[config.mk]
export PLATFORM = sky130hd
export DESIGN_NAME = pc_sequencer_flat
export DESIGN_NICKNAME = d
export VERILOG_FILES = /design/src/rtl/pc_sequencer_if.sv /design/src/rtl/pc_sequencer.sv /design/src/flat_wrapper.sv
export SDC_FILE = /design/constraint.sdc
export NUM_CORES = 1
export LEC_CHECK = 0
export CORE_MARGIN = 5
export CORE_UTILIZATION = 35
export CTS_CLUSTER_SIZE = 30
export DETAILED_ROUTE_END_ITERATION = 6
export PLACE_DENSITY = 0.69
export SETUP_SLACK_MARGIN = 0.4
export SLEW_MARGIN = 15
export SYNTH_ARGS = -nofsm -noshare
export SYNTH_HDL_FRONTEND = slang
export SYNTH_SLANG_ARGS = --single-unit
[constraint.sdc]
create_clock -name clk -period 2 [get_ports clk]
set_clock_uncertainty 0.05 [all_clocks]
set_input_delay 0.4 -clock clk [delete_from_list [all_inputs] [get_ports clk]]
set_output_delay 0.4 -clock clk [all_outputs]
set_load 0.01 [all_outputs]
[src/rtl/pc_sequencer_if.sv]
// pc_sequencer_if: EX-stage redirect inputs, hazard stall, imem handshake
// and the registered fetch-side outputs of the PC sequencer.
interface pc_sequencer_if;
    logic        bcmp;
    logic        jump;
    logic [31:0] target;
    logic        stall;
    logic        imem_ready;
    logic [31:0] pc;
    logic        imem_req;
    logic        flush;
    logic [7:0]  redirect_cnt;

    modport master (
        input  bcmp, jump, target, stall, imem_ready,
        output pc, imem_req, flush, redirect_cnt
    );

    modport slave (
        output bcmp, jump, target, stall, imem_ready,
        input  pc, imem_req, flush, redirect_cnt
    );
endinterface

[src/rtl/pc_sequencer.sv]
// pc_sequencer: fetch-address FSM (BOOT/FETCH/WAIT/FLUSH) with branch
// redirect, stall hold, imem handshake and saturating redirect counter.
module pc_sequencer #(
    parameter logic [31:0] RESET_PC = 32'h0000_0000
) (
    input  logic           clk,
    input  logic           rst_n,
    pc_sequencer_if.master bus
);

    typedef enum logic [1:0] {BOOT, FETCH, WAIT, FLUSH} state_t;

    localparam logic [31:0] PC_INIT = {RESET_PC[31:2], 2'b00};

    state_t      state_q, state_d;
    logic [31:0] pc_q, pc_d;
    logic        req_q, req_d;
    logic        flush_q, flush_d;
    logic [7:0]  cnt_q, cnt_d;
    logic        armed_q;
    logic        redirect;

    assign redirect = bus.bcmp & bus.jump;

    // BOOT spans the first full clock cycle after reset release
    always_ff @(posedge clk or negedge rst_n) begin
        if (!rst_n) armed_q <= 1'b0;
        else        armed_q <= 1'b1;
    end

    // state and registered outputs
    always_ff @(posedge clk or negedge rst_n) begin
        if (!rst_n) begin
            state_q <= BOOT;
            pc_q    <= PC_INIT;
            req_q   <= 1'b0;
            flush_q <= 1'b0;
            cnt_q   <= 8'h00;
        end else begin
            state_q <= state_d;
            pc_q    <= pc_d;
            req_q   <= req_d;
            flush_q <= flush_d;
            cnt_q   <= cnt_d;
        end
    end

    // next state: redirect beats stall beats imem_ready
    always_comb begin
        state_d = state_q;
        pc_d    = pc_q;
        cnt_d   = cnt_q;
        unique case (state_q)
            BOOT: begin
                if (armed_q) state_d = FETCH;
            end
            FETCH, WAIT: begin
                if (redirect) begin
                    pc_d    = {bus.target[31:2], 2'b00};
                    state_d = FLUSH;
                    if (cnt_q != 8'hFF) cnt_d = cnt_q + 8'd1;
                end else if (bus.stall) begin
                    state_d = state_q;
                end else if (bus.imem_ready) begin
                    pc_d    = pc_q + 32'd4;
                    state_d = FETCH;
                end else begin
                    state_d = WAIT;
                end
            end
            FLUSH: begin
                state_d = FETCH;
            end
            default: begin
                state_d = BOOT;
            end
        endcase
    end

    // outputs follow the state being entered so they stay registered
    always_comb begin
        req_d   = (state_d == FETCH) || (state_d == WAIT);
        flush_d = (state_d == FLUSH);
    end

    assign bus.pc           = pc_q;
    assign bus.imem_req     = req_q;
    assign bus.flush        = flush_q;
    assign bus.redirect_cnt = cnt_q;

endmodule
[src/flat_wrapper.sv]
// flat-port wrapper written by rule: the top's interface ports become plain ports
module pc_sequencer_flat 
#(
    parameter logic [31:0] RESET_PC = 32'h0000_0000
)
  (clk, rst_n, bus_bcmp, bus_jump, bus_target, bus_stall, bus_imem_ready, bus_pc, bus_imem_req, bus_flush, bus_redirect_cnt);
  pc_sequencer_if bus_i ();
  input  logic clk;
  input  logic rst_n;
  input wire logic [$bits(bus_i.bcmp)-1:0] bus_bcmp;
  input wire logic [$bits(bus_i.jump)-1:0] bus_jump;
  input wire logic [$bits(bus_i.target)-1:0] bus_target;
  input wire logic [$bits(bus_i.stall)-1:0] bus_stall;
  input wire logic [$bits(bus_i.imem_ready)-1:0] bus_imem_ready;
  output wire logic [$bits(bus_i.pc)-1:0] bus_pc;
  output wire logic [$bits(bus_i.imem_req)-1:0] bus_imem_req;
  output wire logic [$bits(bus_i.flush)-1:0] bus_flush;
  output wire logic [$bits(bus_i.redirect_cnt)-1:0] bus_redirect_cnt;
  assign bus_i.bcmp = bus_bcmp;
  assign bus_i.jump = bus_jump;
  assign bus_i.target = bus_target;
  assign bus_i.stall = bus_stall;
  assign bus_i.imem_ready = bus_imem_ready;
  assign bus_pc = bus_i.pc;
  assign bus_imem_req = bus_i.imem_req;
  assign bus_flush = bus_i.flush;
  assign bus_redirect_cnt = bus_i.redirect_cnt;
  pc_sequencer #(.RESET_PC(RESET_PC)) u_core (.clk(clk), .rst_n(rst_n), .bus(bus_i));
endmodule
==> results of run 1 <==
final cells by class:
| class | instances | area [sq um] | area share, % |
|---|---|---|---|
| flip-flops and latches | 43 | 1100 | 23.1 |
| clock buffers | 5 | 68.8 | 1.44 |
| repair buffers | 177 | 1560 | 32.7 |
| clock inverters | 3 | 46.3 | 0.970 |
| inverters | 2 | 7.51 | 0.157 |
| multi-input cells | 235 | 1860 | 39.0 |
| well taps | 99 | 124 | 2.60 |
worst min path at each step:
stage                from                                     end  slack [ns]  cells past startpoint
floorplan           rst_n                u_core.armed_q$_DFF_PN0_        0.05                      0
global placement    rst_n            u_core.bus.pc[3]$_DFFE_PN0P_        0.35                      2
detailed placement  rst_n            u_core.bus.pc[3]$_DFFE_PN0P_        0.35                      2
CTS                 rst_n  u_core.bus.redirect_cnt[1]$_DFFE_PN0P_        0.01                      2
global route        rst_n            u_core.bus.pc[4]$_DFFE_PN0P_        0.02                      2
finish              rst_n            u_core.bus.pc[4]$_DFFE_PN0P_       0.008                      2
where the power goes:
| group | switching, mW | internal [mW] | leakage [nW] |
|---|---|---|---|
| Clock | 0.350 | 0.377 | 0.0548 |
| Combinational | 1.87 | 2.09 | 1.48 |
| Sequential | 0.402 | 1.25 | 0.481 |
| Total | 2.62 | 3.72 | 2.02 |
metal layers:
layer	track usage, %	vias to the layer above
li1	-	1467
met1	23.5	1505
met2	33.5	101
met3	4.24	14
met4	4.86	0
met5	0	-
stage by stage:
| stage | worst slack, ns | hold WS (ns) |
|---|---|---|
| 6_report | 0.308 | 0.00850 |
| 5_1_grt | 0.231 | 0.0154 |
| 4_1_cts | 0.316 | 0.0132 |
| 3_5_place_dp | -0.108 | 0.347 |
| 3_3_place_gp | -0.0834 | 0.346 |
| 2_1_floorplan | 0.334 | 0.0544 |
placed cells by master, fill, tap and decap left out, types with 4 or more instances in the layout:
cell type	netlist	layout
a21oi_1	33	21
a21oi_2	0	12
a2bb2oi_1	7	5
a311oi_1	5	5
and3_1	10	4
and3_4	0	6
buf_12	0	4
buf_4	2	84
buf_6	0	14
clkbuf_8	0	5
clkdlybuf4s15_1	0	4
clkdlybuf4s50_1	0	30
dfrtp_1	43	21
dfrtp_2	0	22
dlygate4sd2_1	0	39
nand2_1	33	26
nand2_2	0	4
nand3_1	18	12
nand3_2	1	4
nand3_4	2	5
nand4_1	12	12
nor2_1	17	12
nor4_4	1	4
o21ai_0	17	12
o22ai_1	9	8
xnor2_1	5	4
cell families (layout without fill, tap and decap cells):
logic type,Yosys count,in the layout,share of synthesized area (%)
DFF,43,43,41.0
xor gates and xnor gates,7,7,2.33
and+or+nand+nor,124,124,27.0
AOI/OAI and AO/OA,94,94,22.8
adders and majority gates,5,5,2.38
other,2,3,0.286
buffers and inverters,20,187,3.38
muxes,2,2,0.810
what timing repair did:
item,4_1_cts,5_1_grt
endpoints found under the setup margin,72,38
gates resized for setup,86,62
pin swaps,20,30
buffers inserted,58,17
gates cloned,0,1
registers in the layout, summed over array words and instances (netlist names):
register                 count
u_core.bus.flush             1
u_core.bus.redirect_cnt      8
u_core.armed_q               1
u_core.bus.imem_req          1
u_core.bus.pc               30
u_core.state_q               2
==> out/qor.txt, run 1 <==
max-slew violation count -> 0
P per Cell Area -> 1330 mW/mm^2
area growth from synthesis to layout -> 81.7%
status -> finished clean
Post-synth top cells -> dfrtp_1 (43), a21oi_1 (33), nand2_1 (33)
total CTS buffers -> 5
Core Util, Final -> 65.4%
average cell area after synthesis -> 8.84 sq um
Crit path top cell by count -> a311oi_1
top-count cell post-synth -> dfrtp_1
post-synthesis sequential area ratio -> 41.0%
number of synthesized flops with an enable pin -> 0
Critical Path Sink -> u_core.bus.pc[18]$_DFFE_PN0P_
final setup fails -> 0
DRT Pass-1 Iters -> 4
Peak VDD IR -> 642 uV
Synth area leader -> dfrtp_1
number of fill cells in the layout -> 603
FFs w/ async S/R, synth -> 100%
Critical R2R Launch -> u_core.bus.pc[3]$_DFFE_PN0P_
post-route ant nets -> 0
Area contributors post-synth -> dfrtp_1 (41%), a21oi_1 (6.3%), nand2_1 (4.7%)
die area -> 0.00934 sq mm
CTS clk-pin slew, worst paths -> 0.09 ns
row count -> 31
WL/cell -> 17.1 microns
CP Depth -> 6
gr usage total -> 19.1%
post-synthesis sequential element count -> 43
routed wl met2 -> 4950 microns
Crit path required time -> 2.13 ns
placed cell count -> 480
hold buffers post-CTS -> 0
maximum buffer depth of the clock tree -> 2
total grt overflow -> 0
post-route cell area -> 0.00477 sq mm
post-DP HPWL -> 5920 microns
CP cell instances -> ha_4, and3_4, nand4_1, nor2_1, a311oi_1, a311oi_1
top_reg_cell synth -> dfrtp_1
Worst-Skew Late Latency -> 0.30 ns
RSZ-0062 raised after global routing -> true
depth of the CTS H-tree -> 2
M1 wire length -> 4070 microns
max-cap viol count -> 0
data arrival time of the worst path -> 1.83 ns
largest net degree at the start of global routing -> 44
Die Wd -> 96.6 microns
Period minus WS final -> 1.69 ns
Leak Pwr -> 2.02 nW
TritonCTS clock tree -> done
CP startpoint -> u_core.bus.pc[3]$_DFFE_PN0P_
Worst Reg-to-Reg Cells -> 6
Clock Tree Root -> clkbuf_8
GP Congestion -> 0.891
Slowest cell on crit path -> dfrtp_2
Sink Count -> 43
crit path max fanout -> 4
final non-filler cell total -> 564
layout cell share with drive strength beyond 1 -> 45.6%
period utilisation layout -> 84.6%
initial antenna violation count -> 0
worst hold path type -> in -> async
WP buf/inv -> 0
final WL -> 9660 microns
drt drc -> 0
port bufs -> 75
Setup CP Type -> reg -> reg
setup_tns -> 0 ns
Syn Inst Count -> 297
CP max stage delay -> 0.45 ns
Distinct cells, synth -> 56
Critical Path Source Type -> flip-flop
drt via density -> 5.47
Ys Warns -> 0
Die H -> 96.6 microns
top routing layer in use -> met4
R2R Setup Slk -> 0.31 ns
first-pass GRT wire length -> 15000 microns
Power Total -> 6.34 mW
CP top delay family -> flip-flops
met3 wire length -> 471 microns
Total Nets Final -> 507
Core Box Area -> 0.00729 sq mm
Mapped Area -> 0.00263 sq mm
Initial Util -> 36.0%
Peak Freq -> 0.591 GHz
RR Endpoint -> u_core.bus.pc[18]$_DFFE_PN0P_
crit end category -> flip-flop
routed via count -> 3087
Synth top area share -> 41.0%
dpl cell area -> 0.00374 sq mm
n_diodes -> 0
Hold Fails Final Rpt -> 0
number of global-route vias before repair -> 3121
DR iter-0 viols -> 167
num ports -> 80
No activity file was read; power rests on OpenSTA's default activity.
==> inputs of run 2 (changes only) <==
--- a/config.mk
+++ b/config.mk
@@ -9,7 +9,7 @@
 export CORE_UTILIZATION = 35
 export CTS_CLUSTER_SIZE = 30
 export DETAILED_ROUTE_END_ITERATION = 6
-export PLACE_DENSITY = 0.69
+export PLACE_DENSITY = 0.67
 export SETUP_SLACK_MARGIN = 0.4
 export SLEW_MARGIN = 15
 export SYNTH_ARGS = -nofsm -noshare
==> constraint.sdc (replaced) <==
create_clock -name clk -period 1.7 [get_ports clk]
set_clock_uncertainty 0.05 [all_clocks]
set_input_delay 0.34 -clock clk [delete_from_list [all_inputs] [get_ports clk]]
set_output_delay 0.34 -clock clk [all_outputs]
set_load 0.01 [all_outputs]
==> out/qor.txt, run 2 (synthesis gave the netlist of run 1 again) <==
status -> complete, but fails checks
failing checks -> negative setup slack
post-route ant nets -> 0
CP Depth -> 7
drt via density -> 5.57
Critical Path Source Type -> flip-flop
CTS clk-pin slew, worst paths -> 0.09 ns
initial antenna violation count -> 0
Die H -> 96.6 microns
Peak Freq -> 0.569 GHz
Peak VDD IR -> 1030 uV
Period minus WS final -> 1.76 ns
final WL -> 11400 microns
max-cap viol count -> 0
worst hold path type -> in -> async
post-DP HPWL -> 6650 microns
RSZ-0062 raised after global routing -> true
Worst-Skew Late Latency -> 0.30 ns
total CTS buffers -> 5
crit end category -> flip-flop
maximum buffer depth of the clock tree -> 2
met3 capacity usage during global routing -> 4.60%
Worst Reg-to-Reg Cells -> 7
CP top delay family -> adder cells
gr usage total -> 21.7%
flip-flop count of the largest register after layout -> 30
n_diodes -> 0
final worst slack -> -0.0563 ns
Total Nets Final -> 549
WP buf/inv -> 2
P per Cell Area -> 1630 mW/mm^2
die area -> 0.00934 sq mm
Hold Fails Final Rpt -> 0
Crit path required time -> 1.83 ns
layout cell share with drive strength beyond 1 -> 60.4%
number of fill cells in the layout -> 496
Critical R2R Launch -> u_core.state_q[1]$_DFF_PN0_
num ports -> 80
DR iter-0 viols -> 219
Sequential Area -> 0.00110 sq mm
dpl cell area -> 0.00408 sq mm
pre-CTS WS -> -0.310 ns
RR Endpoint -> u_core.bus.imem_req$_DFF_PN0_
DRT Pass-1 Iters -> 4
GRT busiest layer -> met2
CP max stage delay -> 0.37 ns
Setup CP Type -> reg -> reg
Leak Pwr -> 2.32 nW
WL/cell -> 18.8 microns
total grt overflow -> 0
Sink Count -> 43
CP startpoint -> u_core.state_q[1]$_DFF_PN0_
CP cell instances -> inv_2, ha_4, a21boi_4, buf_6, nor4_4, a21oi_2, ha_2
max-slew violation count -> 0
number of global-route vias before repair -> 3450
port bufs -> 75
depth of the CTS H-tree -> 2
multi-input logic area -> 0.00205 sq mm
largest net degree at the start of global routing -> 21
GRT met2 Usage -> 37.8%
Critical Path Sink -> u_core.bus.imem_req$_DFF_PN0_
area growth from synthesis to layout -> 108%
data arrival time of the worst path -> 1.89 ns
final setup fails -> 9
met1 Resource Use GR -> 26.4%
drt drc -> 0
Initial Util -> 36.0%
period utilisation layout -> 103%
post-route cell area -> 0.00547 sq mm
most common cell after layout, fill and taps aside -> buf_6
routed via count -> 3376
row count -> 31
Die Wd -> 96.6 microns
GP Congestion -> 0.816
crit path max fanout -> 6
first-pass GRT wire length -> 16800 microns
Core Box Area -> 0.00729 sq mm
TritonCTS clock tree -> done
commonest non-fill, non-tap cells in the layout -> buf_6 (90), buf_4 (74), clkdlybuf4s50_1 (30)
Core Util, Final -> 74.9%
Slowest cell on crit path -> dfrtp_1
R2R Setup Slk -> -0.06 ns
Clock Tree Root -> clkbuf_8
==> run 2: cell count changes in the layout (fill, tap and decap cells not counted), sizes merged <==
cell and change:
buf +79, clkbuf +2, clkinv +1, dlygate4sd3 +1, bufinv -1, inv -1, clkdlybuf4s15 -2, dlygate4sd2 -37
==> run 2: worst min path at each step <==
stage | endpoint | slack (ns) | cells after the start
final | u_core.bus.pc[11]$_DFFE_PN0P_ | 0.47 | 2
after global routing | u_core.bus.pc[11]$_DFFE_PN0P_ | 0.52 | 2
after CTS | u_core.bus.redirect_cnt[7]$_DFFE_PN0P_ | 0.47 | 1
after detailed placement | u_core.bus.pc[30]$_DFFE_PN0P_ | 0.27 | 1
after global placement | u_core.bus.pc[30]$_DFFE_PN0P_ | 0.26 | 1
after floorplan | u_core.armed_q$_DFF_PN0_ | -0.006 | 0
==> run 2: where the power goes <==
part / internal, mW / switching (mW) / total [mW]
clock network: 0.288 / 0.373 / 0.661
registers: 1.47 / 0.416 / 1.88
logic: 3.55 / 2.81 / 6.36
total: 5.31 / 3.60 / 8.91
==> run 2: routing by layer <==
metal / wire, microns / vias to the layer above
met3: 739 / 24
li1: - / 1546
met4: 229 / 0
met1: 4490 / 1671
met5: 0 / -
met2: 5960 / 135
==> run 2: final cells by class <==
| cell class | count | area share [%] |
|---|---|---|
| timing repair buffer | 219 | 38.4 |
| multi-input combinational | 235 | 37.5 |
| clock inverter | 2 | 0.229 |
| clock buffer | 6 | 1.33 |
| tap | 99 | 2.27 |
| inverter | 2 | 0.137 |
| sequential | 43 | 20.1 |
==> run 2: timing repair <==
action,CTS,global route
hold endpoints to repair,15,0
gates resized for setup,280,88
pin swaps,48,44
endpoints found under the setup margin,82,74
gates cloned,1,0
setup buffers,61,16
hold buffers,1,0
==> run 2: worst register-to-register path, delay by kind of cell (launching register included) <==
family,cells,cell delay [ns]
buf+inv,2,0.19
fa+ha+maj,2,0.60
compound gates,2,0.39
simple gates,1,0.03
flops,1,0.37
==> run 2: stage by stage <==
step	total power [mW]	std cells	hold WS (ns)	setup TNS, ns
after floorplan	3.75	298	-0.00559	0
after global placement	5.51	519	0.261	-6.91
after detailed placement	5.60	519	0.266	-8.39
after CTS	7.85	590	0.469	0
after global routing	9.38	606	0.525	-1.59
final	8.91	606	0.473	-0.221
==> inputs of run 3 (changes only) <==
--- a/config.mk
+++ b/config.mk
@@ -10,7 +10,6 @@
 export CTS_CLUSTER_SIZE = 30
 export DETAILED_ROUTE_END_ITERATION = 6
 export PLACE_DENSITY = 0.67
-export SETUP_SLACK_MARGIN = 0.4
 export SLEW_MARGIN = 15
 export SYNTH_ARGS = -nofsm -noshare
 export SYNTH_HDL_FRONTEND = slang
==> out/qor.txt, run 3 (synthesis gave the netlist of run 1 again) <==
Total Nets Final -> 497
RR Endpoint -> u_core.bus.imem_req$_DFF_PN0_
Die Wd -> 96.6 microns
post-route cell area -> 0.00442 sq mm
post-route ant nets -> 0
Sink Count -> 43
num ports -> 80
Worst Reg-to-Reg Cells -> 6
CP max stage delay -> 0.40 ns
Die H -> 96.6 microns
initial antenna violation count -> 0
CP startpoint -> u_core.state_q[1]$_DFF_PN0_
Critical Path Source Type -> flip-flop
depth of the CTS H-tree -> 2
GP Congestion -> 0.867
CP Depth -> 6
area growth from synthesis to layout -> 68.4%
data arrival time of the worst path -> 1.87 ns
Slowest cell on crit path -> dfrtp_1
Setup CP Type -> reg -> reg
commonest non-fill, non-tap cells in the layout -> buf_4 (83), clkdlybuf4s50_1 (46), dfrtp_1 (34)
Int Pwr -> 4.12 mW
total CTS buffers -> 5
Peak VDD IR -> 783 uV
n_diodes -> 0
pre-CTS WS -> -0.329 ns
drt drc -> 0
DRT Pass-1 Iters -> 4
gr usage total -> 18.7%
Period minus WS final -> 1.73 ns
Seq pwr share -> 25.7%
combinational share of power -> 61.9%
dpl cell area -> 0.00398 sq mm
post-DP HPWL -> 6390 microns
final worst slack -> -0.0336 ns
R2R Setup Slk -> -0.03 ns
largest net degree at the start of global routing -> 33
final hold slack -> 0.460 ns
Crit path required time -> 1.84 ns
Initial Util -> 36.0%
TritonCTS clock tree -> done
drt via density -> 5.50
RSZ-0062 raised after global routing -> true
DR iter-0 viols -> 161
status -> complete, but fails checks
CP top delay family -> adder cells
P per Cell Area -> 1570 mW/mm^2
CTS clk-pin slew, worst paths -> 0.09 ns
final WL -> 9320 microns
routed via count -> 3047
Peak Freq -> 0.577 GHz
Leak Pwr -> 1.94 nW
worst hold path type -> in -> async
period utilisation layout -> 102%
crit end category -> flip-flop
die area -> 0.00934 sq mm
most common cell after layout, fill and taps aside -> buf_4
max-cap viol count -> 0
Power Total -> 6.92 mW
Core Box Area -> 0.00729 sq mm
P_sw -> 2.80 mW
final setup fails -> 1
Hold Fails Final Rpt -> 0
Worst-Skew Late Latency -> 0.30 ns
number of global-route vias before repair -> 2991
crit path max fanout -> 8
WP buf/inv -> 1
layout cell share with drive strength beyond 1 -> 31.9%
switching share of power -> 40.5%
CP cell instances -> inv_2, ha_4, and3_4, nor4_2, a21oi_1, ha_1
Clock Tree Root -> clkbuf_8
maximum buffer depth of the clock tree -> 2
failing checks -> negative setup slack
port bufs -> 75
number of fill cells in the layout -> 664
Critical R2R Launch -> u_core.state_q[1]$_DFF_PN0_
flip-flop count of the largest register after layout -> 30
row count -> 31
clock power share -> 12.4%
total grt overflow -> 0
first-pass GRT wire length -> 14500 microns
WL/cell -> 16.8 microns
max-slew violation count -> 0
setup_tns -> -0.0336 ns
Critical Path Sink -> u_core.bus.imem_req$_DFF_PN0_
==> run 3: changes by cell type in the layout (fill, tap and decap cells not counted), sizes merged <==
cell	delta
buf	-90
dlygate4sd2	+23
clkdlybuf4s50	+16
dlymetal6s2s	+3
clkbuf	-2
clkdlybuf4s15	-2
bufinv	+1
clkinvlp	-1
==> run 3: per-stage QoR <==
step | util [%] | cells
CTS | 57.4 | 538
finish | 60.6 | 554
global route | 60.6 | 554
detailed placement | 54.5 | 517
global placement | 54.5 | 517
floorplan | - | 298
==> run 3: worst min path at each step <==
stage / end / cells after the start / from
CTS: u_core.bus.redirect_cnt[5]$_DFFE_PN0P_ / 1 / u_core.bus.redirect_cnt[5]$_DFFE_PN0P_
global route: u_core.bus.redirect_cnt[5]$_DFFE_PN0P_ / 1 / u_core.bus.redirect_cnt[5]$_DFFE_PN0P_
detailed placement: u_core.bus.redirect_cnt[0]$_DFFE_PN0P_ / 1 / rst_n
global placement: u_core.bus.redirect_cnt[0]$_DFFE_PN0P_ / 1 / rst_n
floorplan: u_core.armed_q$_DFF_PN0_ / 0 / rst_n
finish: u_core.bus.redirect_cnt[0]$_DFFE_PN0P_ / 2 / rst_n
==> run 3: cell type report <==
class / count / area [sq um] / area share (%)
inverter: 2 / 7.51 / 0.170
clock buffer: 6 / 82.6 / 1.87
tap: 99 / 124 / 2.80
multi-input combinational: 235 / 1610 / 36.5
clock inverter: 2 / 35.0 / 0.792
timing repair buffer: 167 / 1470 / 33.3
sequential: 43 / 1090 / 24.6
==> run 3: metal layers <==
layer	part of all wire, %	track usage (%)	wire (microns)	vias up
met4	1.8	6.80	168	0
met1	43	24.2	4050	1477
met3	5.3	3.67	497	14
li1	-	-	-	1442
met2	49	30.7	4610	114
met5	0	0	0	-
==> run 3: timing repair <==
action	in CTS	in global routing
endpoints found under the hold margin	17	0
endpoints found under the setup margin	41	35
cloned	0	0
hold buffers	1	0
pin swaps	6	31
setup buffers	12	17
gates resized for setup	32	31
==> run 3: power by group through the flow <==
| stage | sequential [mW] | clock [mW] | combinational, mW |
|---|---|---|---|
| 4_1_cts | 1.74 | 0.872 | 3.81 |
| 5_1_grt | 1.84 | 0.915 | 4.61 |
| 3_5_place_dp | 1.83 | 0 | 3.73 |
| 3_3_place_gp | 1.81 | 0 | 3.67 |
| 2_1_floorplan | 2.13 | 0 | 1.43 |
| 6_report | 1.78 | 0.860 | 4.28 |
